[src/rtl/mips_pkg.sv]
// Shared definitions for the MIPS instruction-fetch slice: fetch-state
// encoding, PC width, sequential increment and default reset vector.
package mips_pkg;

   localparam int              PC_W                 = 32;
   localparam logic [PC_W-1:0] PC_INC               = 32'd4;
   localparam logic [PC_W-1:0] DEFAULT_RESET_VECTOR = 32'h0000_0000;

   typedef enum logic [2:0] {
      ST_IDLE = 3'd0,
      ST_REQ  = 3'd1,
      ST_WAIT = 3'd2,
      ST_HOLD = 3'd3,
      ST_HALT = 3'd4
   } fetch_state_t;

   // A redirect target must be word aligned; anything else is fatal.
   function automatic logic is_misaligned(input logic [PC_W-1:0] addr);
      return (addr[1:0] != 2'b00);
   endfunction

endpackage

[src/rtl/mips_fetch_pc.sv]
// Program counter for the fetch unit: reset to the reset vector, load on
// redirect, otherwise advance by one word when asked. Wraps modulo 2^32.
module mips_fetch_pc
   import mips_pkg::*;
#(
   parameter logic [PC_W-1:0] RESET_VECTOR = DEFAULT_RESET_VECTOR
) (
   input  logic            CLK,
   input  logic            RESET,
   input  logic            LOAD,
   input  logic [PC_W-1:0] LOAD_PC,
   input  logic            INC,
   output logic [PC_W-1:0] PC
);

   logic [PC_W-1:0] pc_reg;

   // PC register: load has priority over increment.
   always_ff @(posedge CLK) begin
      if (!RESET) begin
         pc_reg <= RESET_VECTOR;
      end else if (LOAD) begin
         pc_reg <= LOAD_PC;
      end else if (INC) begin
         pc_reg <= pc_reg + PC_INC;
      end
   end

   assign PC = pc_reg;

endmodule

[src/rtl/mips_ifetch.sv]
// Instruction fetch unit: issues one word request per instruction, holds the
// returned word for decode, and follows redirects from execute. A misaligned
// redirect target halts fetch with a sticky FAULT until reset.
module mips_ifetch
   import mips_pkg::*;
#(
   parameter logic [PC_W-1:0] RESET_VECTOR = DEFAULT_RESET_VECTOR
) (
   input  logic            CLK,
   input  logic            RESET,
   input  logic            REDIRECT,
   input  logic [PC_W-1:0] REDIRECT_PC,
   output logic            IMEM_REQ,
   output logic [PC_W-1:0] IMEM_ADDR,
   input  logic            IMEM_GNT,
   input  logic            IMEM_RVALID,
   input  logic [31:0]     IMEM_RDATA,
   output logic            INSTR_VALID,
   output logic [31:0]     INSTR,
   output logic [PC_W-1:0] INSTR_PC,
   input  logic            INSTR_READY,
   output logic            FAULT
);

   fetch_state_t    state_reg, state_next;
   logic            kill_reg, kill_next;
   logic [31:0]     instr_reg, instr_next;
   logic [PC_W-1:0] instr_pc_reg, instr_pc_next;
   logic            instr_valid_reg, instr_valid_next;
   logic            fault_reg, fault_next;

   logic            pc_load;
   logic            pc_inc;
   logic [PC_W-1:0] pc;
   logic            bad_redirect;

   mips_fetch_pc #(
      .RESET_VECTOR (RESET_VECTOR)
   ) u_pc (
      .CLK     (CLK),
      .RESET   (RESET),
      .LOAD    (pc_load),
      .LOAD_PC (REDIRECT_PC),
      .INC     (pc_inc),
      .PC      (pc)
   );

   assign bad_redirect = REDIRECT && is_misaligned(REDIRECT_PC);

   // Next-state and register-update logic; a bad redirect overrides all.
   always_comb begin
      state_next       = state_reg;
      kill_next        = kill_reg;
      instr_next       = instr_reg;
      instr_pc_next    = instr_pc_reg;
      instr_valid_next = instr_valid_reg;
      fault_next       = fault_reg;
      pc_load          = 1'b0;
      pc_inc           = 1'b0;

      if ((state_reg != ST_HALT) && bad_redirect) begin
         state_next       = ST_HALT;
         fault_next       = 1'b1;
         instr_valid_next = 1'b0;
         kill_next        = 1'b0;
      end else begin
         case (state_reg)
            ST_IDLE: begin
               pc_load    = REDIRECT;
               state_next = ST_REQ;
            end
            ST_REQ: begin
               // A redirect wins over a grant; the granted access is dropped.
               if (REDIRECT) begin
                  pc_load = 1'b1;
               end else if (IMEM_GNT) begin
                  state_next = ST_WAIT;
               end
            end
            ST_WAIT: begin
               if (REDIRECT) begin
                  pc_load = 1'b1;
                  if (IMEM_RVALID) begin
                     kill_next  = 1'b0;
                     state_next = ST_REQ;
                  end else begin
                     kill_next = 1'b1;
                  end
               end else if (IMEM_RVALID) begin
                  if (kill_reg) begin
                     kill_next  = 1'b0;
                     state_next = ST_REQ;
                  end else begin
                     instr_next       = IMEM_RDATA;
                     instr_pc_next    = pc;
                     instr_valid_next = 1'b1;
                     pc_inc           = 1'b1;
                     state_next       = ST_HOLD;
                  end
               end
            end
            ST_HOLD: begin
               if (REDIRECT) begin
                  pc_load          = 1'b1;
                  instr_valid_next = 1'b0;
                  state_next       = ST_REQ;
               end else if (INSTR_READY) begin
                  instr_valid_next = 1'b0;
                  state_next       = ST_REQ;
               end
            end
            ST_HALT: begin
               state_next = ST_HALT;
            end
            default: begin
               state_next = ST_IDLE;
            end
         endcase
      end
   end

   // State and output registers; reset dominates every other input.
   always_ff @(posedge CLK) begin
      if (!RESET) begin
         state_reg       <= ST_IDLE;
         kill_reg        <= 1'b0;
         instr_reg       <= '0;
         instr_pc_reg    <= '0;
         instr_valid_reg <= 1'b0;
         fault_reg       <= 1'b0;
      end else begin
         state_reg       <= state_next;
         kill_reg        <= kill_next;
         instr_reg       <= instr_next;
         instr_pc_reg    <= instr_pc_next;
         instr_valid_reg <= instr_valid_next;
         fault_reg       <= fault_next;
      end
   end

   assign IMEM_REQ    = (state_reg == ST_REQ);
   assign IMEM_ADDR   = IMEM_REQ ? pc : '0;
   assign INSTR_VALID = instr_valid_reg;
   assign INSTR       = instr_reg;
   assign INSTR_PC    = instr_pc_reg;
   assign FAULT       = fault_reg;

endmodule
[config.mk]
export PLATFORM = sky130hd
export DESIGN_NAME = mips_ifetch
export DESIGN_NICKNAME = d
export VERILOG_FILES = /design/src/rtl/mips_pkg.sv /design/src/rtl/mips_fetch_pc.sv /design/src/rtl/mips_ifetch.sv
export SDC_FILE = /design/constraint.sdc
export NUM_CORES = 1
export LEC_CHECK = 0
export BUFFER_PORTS_ARGS = -buffer_cell sky130_fd_sc_hd__buf_4
export CELL_PAD_IN_SITES_DETAIL_PLACEMENT = 0
export CELL_PAD_IN_SITES_GLOBAL_PLACEMENT = 1
export CORE_UTILIZATION = 30
export CTS_CLUSTER_SIZE = 10
export DETAILED_ROUTE_END_ITERATION = 10
export PLACE_DENSITY = 0.65
export SLEW_MARGIN = 10
export SYNTH_ARGS = -nofsm -noshare
export SYNTH_HDL_FRONTEND = slang
export SYNTH_HIERARCHICAL = 1
export SYNTH_SLANG_ARGS = --single-unit
[constraint.sdc]
create_clock -name CLK -period 3.3 [get_ports CLK]
set_input_delay 0.66 -clock CLK [delete_from_list [all_inputs] [get_ports CLK]]
set_output_delay 0.66 -clock CLK [all_outputs]
set_load 0.02 [all_outputs]
==> flow_summary.yaml, run 1 <==
outcome:
  outcome: "completed"
logic_synthesis:
  netlist.area_leader.share_pct: 41.1
  netlist_instances: 599
  syn_area_per_cell_sq_um: 8.30
  async_reset_ff_share_pct: 0
  ys_ff_latch: 102
  synth_edf_count: 0
  synth_nets: 670
  syn-cell-area_sq_mm: 0.00497
  ys_types: 60
  synth_ff_type: "dfxtp_1"
  synth_top_area_cell: "dfxtp_1"
  yosysWarningCount: 6
  ys_top_cells_by_area: "dfxtp_1 (41%), o21ai_0 (9.0%), nand3_1 (7.3%)"
  ys_seq_area_share_pct: 41.1
placed_design:
  dp_hpwl_um: 11600
  dp_slack_ns: 0.579
  dp.cells: 938
  gp_congestion: 0.842
  port_buffers: 168
layout:
  drive_above_1_share_pct: 28.4
  fin_cells: 952
  num_antenna_cells: 0
  utilization_pct: 41.5
  final_cell_mix: "buf_4 (178), dfxtp_1 (102), o21ai_0 (89)"
  seq_area_sq_mm: 0.00204
  nets: 804
  synthToLayoutAreaGrowth_pct: 33.5
  mostFrequentLayoutCell: "buf_4"
  multi_input_area_sq_mm: 0.00270
  n_fill_cell: 1656
setup_path:
  endpoint_kind: "primary output"
  cp_slowest_cell: "dfxtp_1"
  worstPathArrival_ns: 1.97
  cpMostUsedCell: "buf_4"
  max_stage_delay_ns: 0.50
  required_ns: 2.64
  path_cells: "nand2b_1 -> nor2_2 -> buf_4 -> and2_1 -> buf_4"
  start_kind: "flop"
  path_max_fanout: 24
  reg2reg_from: "state_reg[0]$_SDFFE_PP0P_"
  reg2regPathDepth: 7
  crit_type: "reg2out"
  startpoint: "state_reg[0]$_SDFFE_PP0P_"
clock_network:
  cts_made_buffers: 9
  h-tree-depth: 3
  clk_pin_slew_ns: 0.07
  root_buffer: "clkbuf_16"
  cts_max_path_buffers: 2
  cts_sinks: 102
  cts_tree: "yes"
  cts_resized: 0
  ctsHoldBuffers: 0
  post_cts_buffers: 0
  clk_latency_ns: 0.34
min_path:
  hold_path.class: "reg2reg"
  hp-start: "FAULT$_SDFFE_PN0P_"
  whs_path_depth: 1
global_route:
  grt_pass1_wl_um: 25500
  grt.total_usage_pct: 19.4
  antenna_found_initial: 0
  grt_pass1_vias: 4779
  grt_start_max_net_pins: 90
  grt-ovfl-total: 0
sta:
  period_share_pct: 79.7
  setup_slack_ns: 0.671
  fin_setup_tns_ns: 0
  slew_violations: 0
  tightest_slew_ns: 0.862
  skew_ns: 0.00534
  slew_headroom_pct: 42.0
  rsz0062_at_grt: "no"
  setup_viol: 0
  max_freq_mhz: 380
  period_minus_slack_ns: 2.63
  hold_ws_ns: 0.469
  final_hold_viol_count: 0
drt:
  viasPerCell: 5.37
  first_pass_iters: 5
  drc: 0
  antenna_left: 0
  wl_per_cell_um: 17.8
  drt-initial-drc-count: 403
  vias: 5108
  drt-total-wl_um: 16900
die:
  initial_core_util_pct: 31.1
  die_w_um: 131
  die_y_um: 131
  core_area_sq_mm: 0.0160
  row_count: 46
  fp.dieArea_sq_mm: 0.0171
  ioPinCount: 169
power:
  irDropWorstVdd_uv: 281
  power_leakage_nw: 2.52
  p_per_area_mw_per_mm2: 388
job:
  drv_cap: 0
synthesized netlist by cell type (2+ instances only):
cell and instances:
or4_1 8, nor4_1 8, nand2_1 17, nor3b_1 7, clkbuf_1 38, or3_1 4, nor2_1 18, xnor2_1 4
a211oi_1 4, a31oi_1 11, nand4_1 15, or2_2 3, and3_1 2, nand3_1 72, nor3_1 4, nor2b_1 3
buf_1 9, o31ai_1 8, a21oi_1 12, buf_2 6, xor2_1 5, and4_1 3, a21boi_0 45, and2_1 34
nand4_2 3, nand2b_1 3, mux2i_1 5, inv_1 7, a21boi_1 20, a311oi_1 2, o21ai_0 89, dfxtp_1 102
layer usage:
layer  wire, um  share of wire [%]  global-route usage (%)
met5          0                  0                       0
met2       7680                 45                    29.9
met1       7980                 47                    27.2
met3        891                5.3                    2.77
met4        342                2.0                    8.05
critical path: cells and delay by family, from the launching register on:
kind	cells	cell delay (ns)
AND/OR/NAND/NOR	3	0.65
flip-flops	1	0.50
buffers and inverters	2	0.47
cell type report:
class,instances,area share [%]
Sequential cell,102,30.8
Tap cell,216,4.07
Clock buffer,10,3.60
Clock inverter,4,0.358
Timing Repair Buffer,178,20.1
Multi-Input combinational cell,435,40.6
Inverter,7,0.396
kinds of logic after synthesis:
kind of cell,Yosys count,synth area share [%]
mux,5,1.01
compound gates,206,26.2
fa+ha+maj,1,0.252
flops,102,41.1
simple gates,214,24.8
xor+xnor,9,1.59
buf+inv,62,5.06
stage by stage:
stage / total power, mW / area (sq um)
after detailed placement: 1.61 / 6370
after global placement: 1.61 / 6370
after floorplan: 1.47 / 4970
after CTS: 2.61 / 6630
after global routing: 2.68 / 6630
final: 2.57 / 6630
power breakdown:
part           total, mW  switching (mW)  internal [mW]
Clock              0.987           0.464          0.523
Sequential          1.30          0.0475           1.26
Combinational      0.282           0.159          0.123
final timing paths:
path | end | slack, ns
setup / recovery | IMEM_ADDR[11] | 0.67
hold / removal | FAULT$_SDFFE_PN0P_ | 0.47
setup reg to reg | u_pc/PC[19]$_SDFFE_PN0N_ | 0.89
hold reg to reg | FAULT$_SDFFE_PN0P_ | 0.47
Power figures use the tool's default switching activity.
==> run 2: changes to the inputs <==
ABC_AREA = 1   (was unset)
PLACE_DENSITY = 0.69   (was 0.65)
clock period = 2.25 ns   (was 3.3 ns; I/O delays follow)
==> run 2 against run 1 <==
Compared with the run above: sequential share of layout area fell by 0.95 points; critical path depth did not move; final cell count rose by 17%; critical path type unchanged; critical endpoint is now IMEM_ADDR[18].
==> flow_summary.yaml, run 2 <==
logic_synthesis:
  syn_area_per_cell_sq_um: 7.04
  synth_common_cells: "nor2_1 (160), nand2_1 (107), dfxtp_1 (102)"
  netlist.area_leader.share_pct: 39.4
  yosys.area_share.simple_pct: 35.0
  synth_edf_count: 0
  synth_ff_type: "dfxtp_1"
  netlist_instances: 735
  ys_ff_latch: 102
  synthMuxAreaShare_pct: 0
  synth_top_area_cell: "dfxtp_1"
  ys_top_cells_by_area: "dfxtp_1 (39%), nor2_1 (12%), nand2_1 (7.8%)"
  synth_adder_area_share_pct: 0.242
  syn-cell-area_sq_mm: 0.00518
  synth_top_family_by_area: "simple AND/OR/NAND/NOR gates"
  synth.most_common_cell: "nor2_1"
  synth-compound-area-share_pct: 13.4
  yosysWarningCount: 6
  synth_nets: 806
  synth_xor_area_share_pct: 1.01
  async_reset_ff_share_pct: 0
  ys_seq_area_share_pct: 39.4
  ys_types: 32
layout:
  seq_area_sq_mm: 0.00204
  final_cell_mix: "buf_4 (175), nor2_1 (160), nand2_1 (107)"
  nets: 961
  drive_above_1_share_pct: 30.5
  n_fill_cell: 1856
  utilization_pct: 41.0
  mostFrequentLayoutCell: "buf_4"
  synthToLayoutAreaGrowth_pct: 32.3
  num_antenna_cells: 0
  multi_input_area_sq_mm: 0.00258
setup_path:
  cp_slowest_cell: "dfxtp_1"
  worstPathArrival_ns: 1.59
  start_kind: "flop"
  max_stage_delay_ns: 0.49
  path_cells: "inv_1 -> nand2_1 -> buf_6 -> nor2_1 -> buf_4"
  required_ns: 1.80
  path_max_fanout: 23
  critPathTopFamily: "buffers and inverters"
  crit_type: "reg2out"
  path_buf_inv: 3
  endpoint_kind: "primary output"
die:
  die_y_um: 133
  die_w_um: 133
  row_count: 47
  fp.dieArea_sq_mm: 0.0178
  initial_core_util_pct: 31.0
  core_area_sq_mm: 0.0167
  ioPinCount: 169
outcome:
  outcome: "completed"
clock_network:
  h-tree-depth: 3
  cts_tree: "yes"
  clk_latency_ns: 0.36
  cts_max_path_buffers: 2
  cts_made_buffers: 9
  cts_sinks: 102
  root_buffer: "clkbuf_16"
  clk_pin_slew_ns: 0.07
global_route:
  grt_pass1_wl_um: 25300
  antenna_found_initial: 0
  grt_start_max_net_pins: 70
  grt.total_usage_pct: 18.1
  grt_pass1_vias: 4681
  grt-ovfl-total: 0
sta:
  rsz0062_at_grt: "no"
  max_freq_mhz: 490
  final_hold_viol_count: 0
  tightest_slew_ns: 0.821
  slew_violations: 0
  setup_slack_ns: 0.210
  period_minus_slack_ns: 2.04
  period_share_pct: 90.7
  fin_setup_tns_ns: 0
  skew_ns: 0.00967
  setup_viol: 0
  slew_headroom_pct: 45.2
placed_design:
  dp_hpwl_um: 11000
  gp_congestion: 0.815
  port_buffers: 168
  dp_slack_ns: 0.388
drt:
  wl_per_cell_um: 14.1
  vias: 4968
  drt-initial-drc-count: 255
  viasPerCell: 4.46
  antenna_left: 0
  first_pass_iters: 4
  drc: 0
  drt-total-wl_um: 15800
power:
  power_leakage_nw: 2.86
  total_power_mw: 4.23
  p_per_area_mw_per_mm2: 617
  irDropWorstVdd_uv: 361
job:
  drv_cap: 0
min_path:
  hold_path.class: "in2reg"
## run 2: changes by cell type in the layout (fill, tap and decap cells not counted), sizes merged, moves of 18 or more
cell,delta
a21boi,-65
and2,-31
nand3,-31
o21ai,-18
nand2,+98
inv,+67
nor2,+206
a22oi,+20
## run 2: worst paths after layout
check,startpoint,endpoint,slack (ns),cells after the start
min,REDIRECT_PC[1],u_pc/PC[1]$_SDFFE_PN0P_,0.32,3
min reg2reg,INSTR[29]$_SDFFE_PN0P_,INSTR[29]$_SDFFE_PN0P_,0.49,2
max reg2reg,state_reg[1]$_SDFFE_PP0P_,u_pc/PC[26]$_SDFFE_PN0N_,0.40,10
max,state_reg[2]$_SDFFE_PN0P_,IMEM_ADDR[18],0.21,5
## run 2: metal layers
layer | GRT usage [%] | vias to the layer above | wire [um]
met3 | 3.73 | 10 | 690
met5 | 0 | - | 0
met1 | 24.9 | 2215 | 7780
li1 | - | 2635 | -
met2 | 28.4 | 108 | 7160
met4 | 5.30 | 0 | 129
## run 2: final cells by class
class                   count  share of cell area (%)
repair buffers            178                    19.9
clock inverters             6                    1.08
flip-flops and latches    102                    29.8
well taps                 220                    4.02
multi-input cells         527                    37.7
inverters                  72                    3.98
clock buffers              10                    3.49
## run 2: logic make-up after synthesis
logic type               after synthesis
XOR/XNOR                               6
AND/OR/NAND/NOR                      394
AO/OA/AOI/OAI                        126
buffers and inverters                106
flip-flops                           102
adder cells (fa/ha/maj)                1
## run 2: per-stage QoR
step                      instance area (sq um)  std cells  hold slack [ns]
after floorplan                            5180        735            0.478
after global placement                     6530       1099            0.465
after detailed placement                   6530       1099            0.470
after CTS                                  6840       1115            0.310
after global routing                       6850       1115            0.308
final                                      6850       1115            0.320
## run 2: worst register-to-register path: cells and delay by family (launching register included)
kind            cells  cell delay, ns
flops               1            0.38
compound gates      2            0.26
buf+inv             3            0.48
simple gates        5            0.65
## run 2: where the power goes
group	switching [mW]	internal [mW]	total, mW
clock	0.754	0.910	1.66
combinational	0.319	0.261	0.580
sequential	0.107	1.88	1.98
total	1.18	3.05	4.23
## run 2: timing repair
| action | 4_1_cts | 5_1_grt |
|---|---|---|
| resized for setup | 0 | 2 |
| setup buffers | 0 | 0 |
| endpoints found under the hold margin | 0 | 0 |
| hold buffers | 0 | 0 |
| endpoints found under the setup margin | 0 | 21 |
==> run 3: changes to the inputs <==
--- a/config.mk
+++ b/config.mk
@@ -20 +20,2 @@
 export SYNTH_SLANG_ARGS = --single-unit
+export TNS_END_PERCENT = 30
==> constraint.sdc (replaced) <==
create_clock -name CLK -period 2.25 [get_ports CLK]
set_input_delay 0.225 -clock CLK [delete_from_list [all_inputs] [get_ports CLK]]
set_output_delay 0.225 -clock CLK [all_outputs]
set_load 0.02 [all_outputs]
==> run 3 against run 2 <==
Compared with the run above: global-route usage down 0.29 points; hold slack worse by 0.22 ns; die area unchanged; design area down 0.55%; critical path depth up 1; via count up 1.9%; register-to-register slack about the same; largest power group unchanged; highest routed layer unchanged.
==> flow_summary.yaml, run 3 (same netlist as run 2, synthesis figures left out) <==
drt:
  drt-initial-drc-count: 287
  vias: 5063
  wl_per_cell_um: 13.9
  first_pass_iters: 4
  drc: 0
  drt-total-wl_um: 15500
  antenna_left: 0
  viasPerCell: 4.54
placed_design:
  port_buffers: 168
  dp_hpwl_um: 11100
  dp_slack_ns: 0.382
  gp_congestion: 0.788
  place_area_sq_mm: 0.00650
setup_path:
  reg2reg_from: "state_reg[0]$_SDFFE_PP0P_"
  endpoint_kind: "primary output"
  worstPathArrival_ns: 1.66
  path_cells: "inv_2 -> nor2_1 -> nand2_1 -> buf_4 -> nor2_1 -> buf_4"
  reg2regPathDepth: 11
  startpoint: "state_reg[0]$_SDFFE_PP0P_"
  path_max_fanout: 17
  crit_type: "reg2out"
  max_stage_delay_ns: 0.43
  required_ns: 2.03
  cp_slowest_cell: "dfxtp_1"
  start_kind: "flop"
sta:
  setup_slack_ns: 0.367
  slew_headroom_pct: 44.7
  rsz0062_at_grt: "no"
  tightest_slew_ns: 0.828
  final_hold_viol_count: 0
  max_freq_mhz: 531
  slew_violations: 0
  period_minus_slack_ns: 1.88
  period_share_pct: 83.7
  setup_viol: 0
  fin_setup_tns_ns: 0
  skew_ns: 0.0104
outcome:
  outcome: "completed"
layout:
  synthToLayoutAreaGrowth_pct: 31.5
  final_cell_mix: "buf_4 (178), nor2_1 (160), nand2_1 (107)"
  nets: 961
  mostFrequentLayoutCell: "buf_4"
  finalInstanceArea_sq_mm: 0.00681
  drive_above_1_share_pct: 30.4
  num_antenna_cells: 0
clock_network:
  cts_sinks: 102
  ctsHoldBuffers: 0
  cts_tree: "yes"
  cts_resized: 0
  post_cts_buffers: 0
  cts_made_buffers: 9
  h-tree-depth: 3
  cts_max_path_buffers: 2
  clk_pin_slew_ns: 0.08
  root_buffer: "clkbuf_16"
  clk_latency_ns: 0.35
power:
  irDropWorstVdd_uv: 407
  p_per_area_mw_per_mm2: 614
  power_leakage_nw: 2.85
die:
  initial_core_util_pct: 31.0
  die_y_um: 133
  fp.dieArea_sq_mm: 0.0178
  row_count: 47
  die_w_um: 133
  ioPinCount: 169
  core_area_sq_mm: 0.0167
global_route:
  top_usage_layer: "met2"
  grt_start_max_net_pins: 65
  grt_pass1_wl_um: 25100
  grt.total_usage_pct: 17.8
  grt-ovfl-total: 0
  use_met1_pct: 25.0
  antenna_found_initial: 0
  grt_util_met3_pct: 2.66
  grt_pass1_vias: 4799
  grt_util_met2_pct: 27.7
min_path:
  hold_path.class: "in2reg"
  whs_path_depth: 3
  hp-start: "IMEM_RDATA[25]"
job:
  drv_cap: 0
==> run 3: cell count changes in the layout (fill, tap and decap cells not counted), sizes merged <==
| cell | change |
|---|---|
| clkbuf | -1 |
| clkinvlp | +1 |
==> run 3: metal layers <==
layer / share of wire, % / vias up
li1: - / 2637
met1: 49 / 2291
met2: 44 / 123
met3: 5.0 / 12
met4: 1.4 / 0
met5: 0 / -
==> run 3: layout make-up <==
cell class	instances	area (sq um)
clock buffers	9	225
clock inverters	7	80.1
fillers	1863	9890
inverters	72	273
multi-input cells	527	2580
flip-flops and latches	102	2040
well taps	220	275
repair buffers	178	1340
==> run 3: through the flow <==
step	cells	total power, mW	hold slack [ns]	util, %
after floorplan	735	2.33	0.323	-
after global placement	1099	2.60	0.460	38.9
after detailed placement	1099	2.59	0.460	38.9
after global routing	1115	4.40	0.0977	40.8
final	1115	4.18	0.104	40.8
after CTS	1115	4.25	0.0898	40.8
==> run 3: final timing paths <==
| kind | end | slack, ns |
|---|---|---|
| max | IMEM_ADDR[28] | 0.37 |
| min reg2reg | INSTR_PC[8]$_SDFFE_PN0P_ | 0.49 |
| max reg2reg | u_pc/PC[30]$_SDFFE_PN0N_ | 0.39 |
| min | INSTR[25]$_SDFFE_PN0P_ | 0.10 |
==> run 3: critical path, delay by kind of cell, from the launching register on <==
kind	cells	cell delay (ns)
buf+inv	3	0.44
simple gates	3	0.41
flops	1	0.43
==> run 3: power by group <==
| group | total [mW] | internal (mW) | switching (mW) | leakage, nW |
|---|---|---|---|---|
| registers | 1.98 | 1.87 | 0.103 | 0.828 |
| clock network | 1.64 | 0.880 | 0.760 | 0.148 |
| logic | 0.567 | 0.252 | 0.316 | 1.87 |
| total | 4.18 | 3.01 | 1.18 | 2.85 |
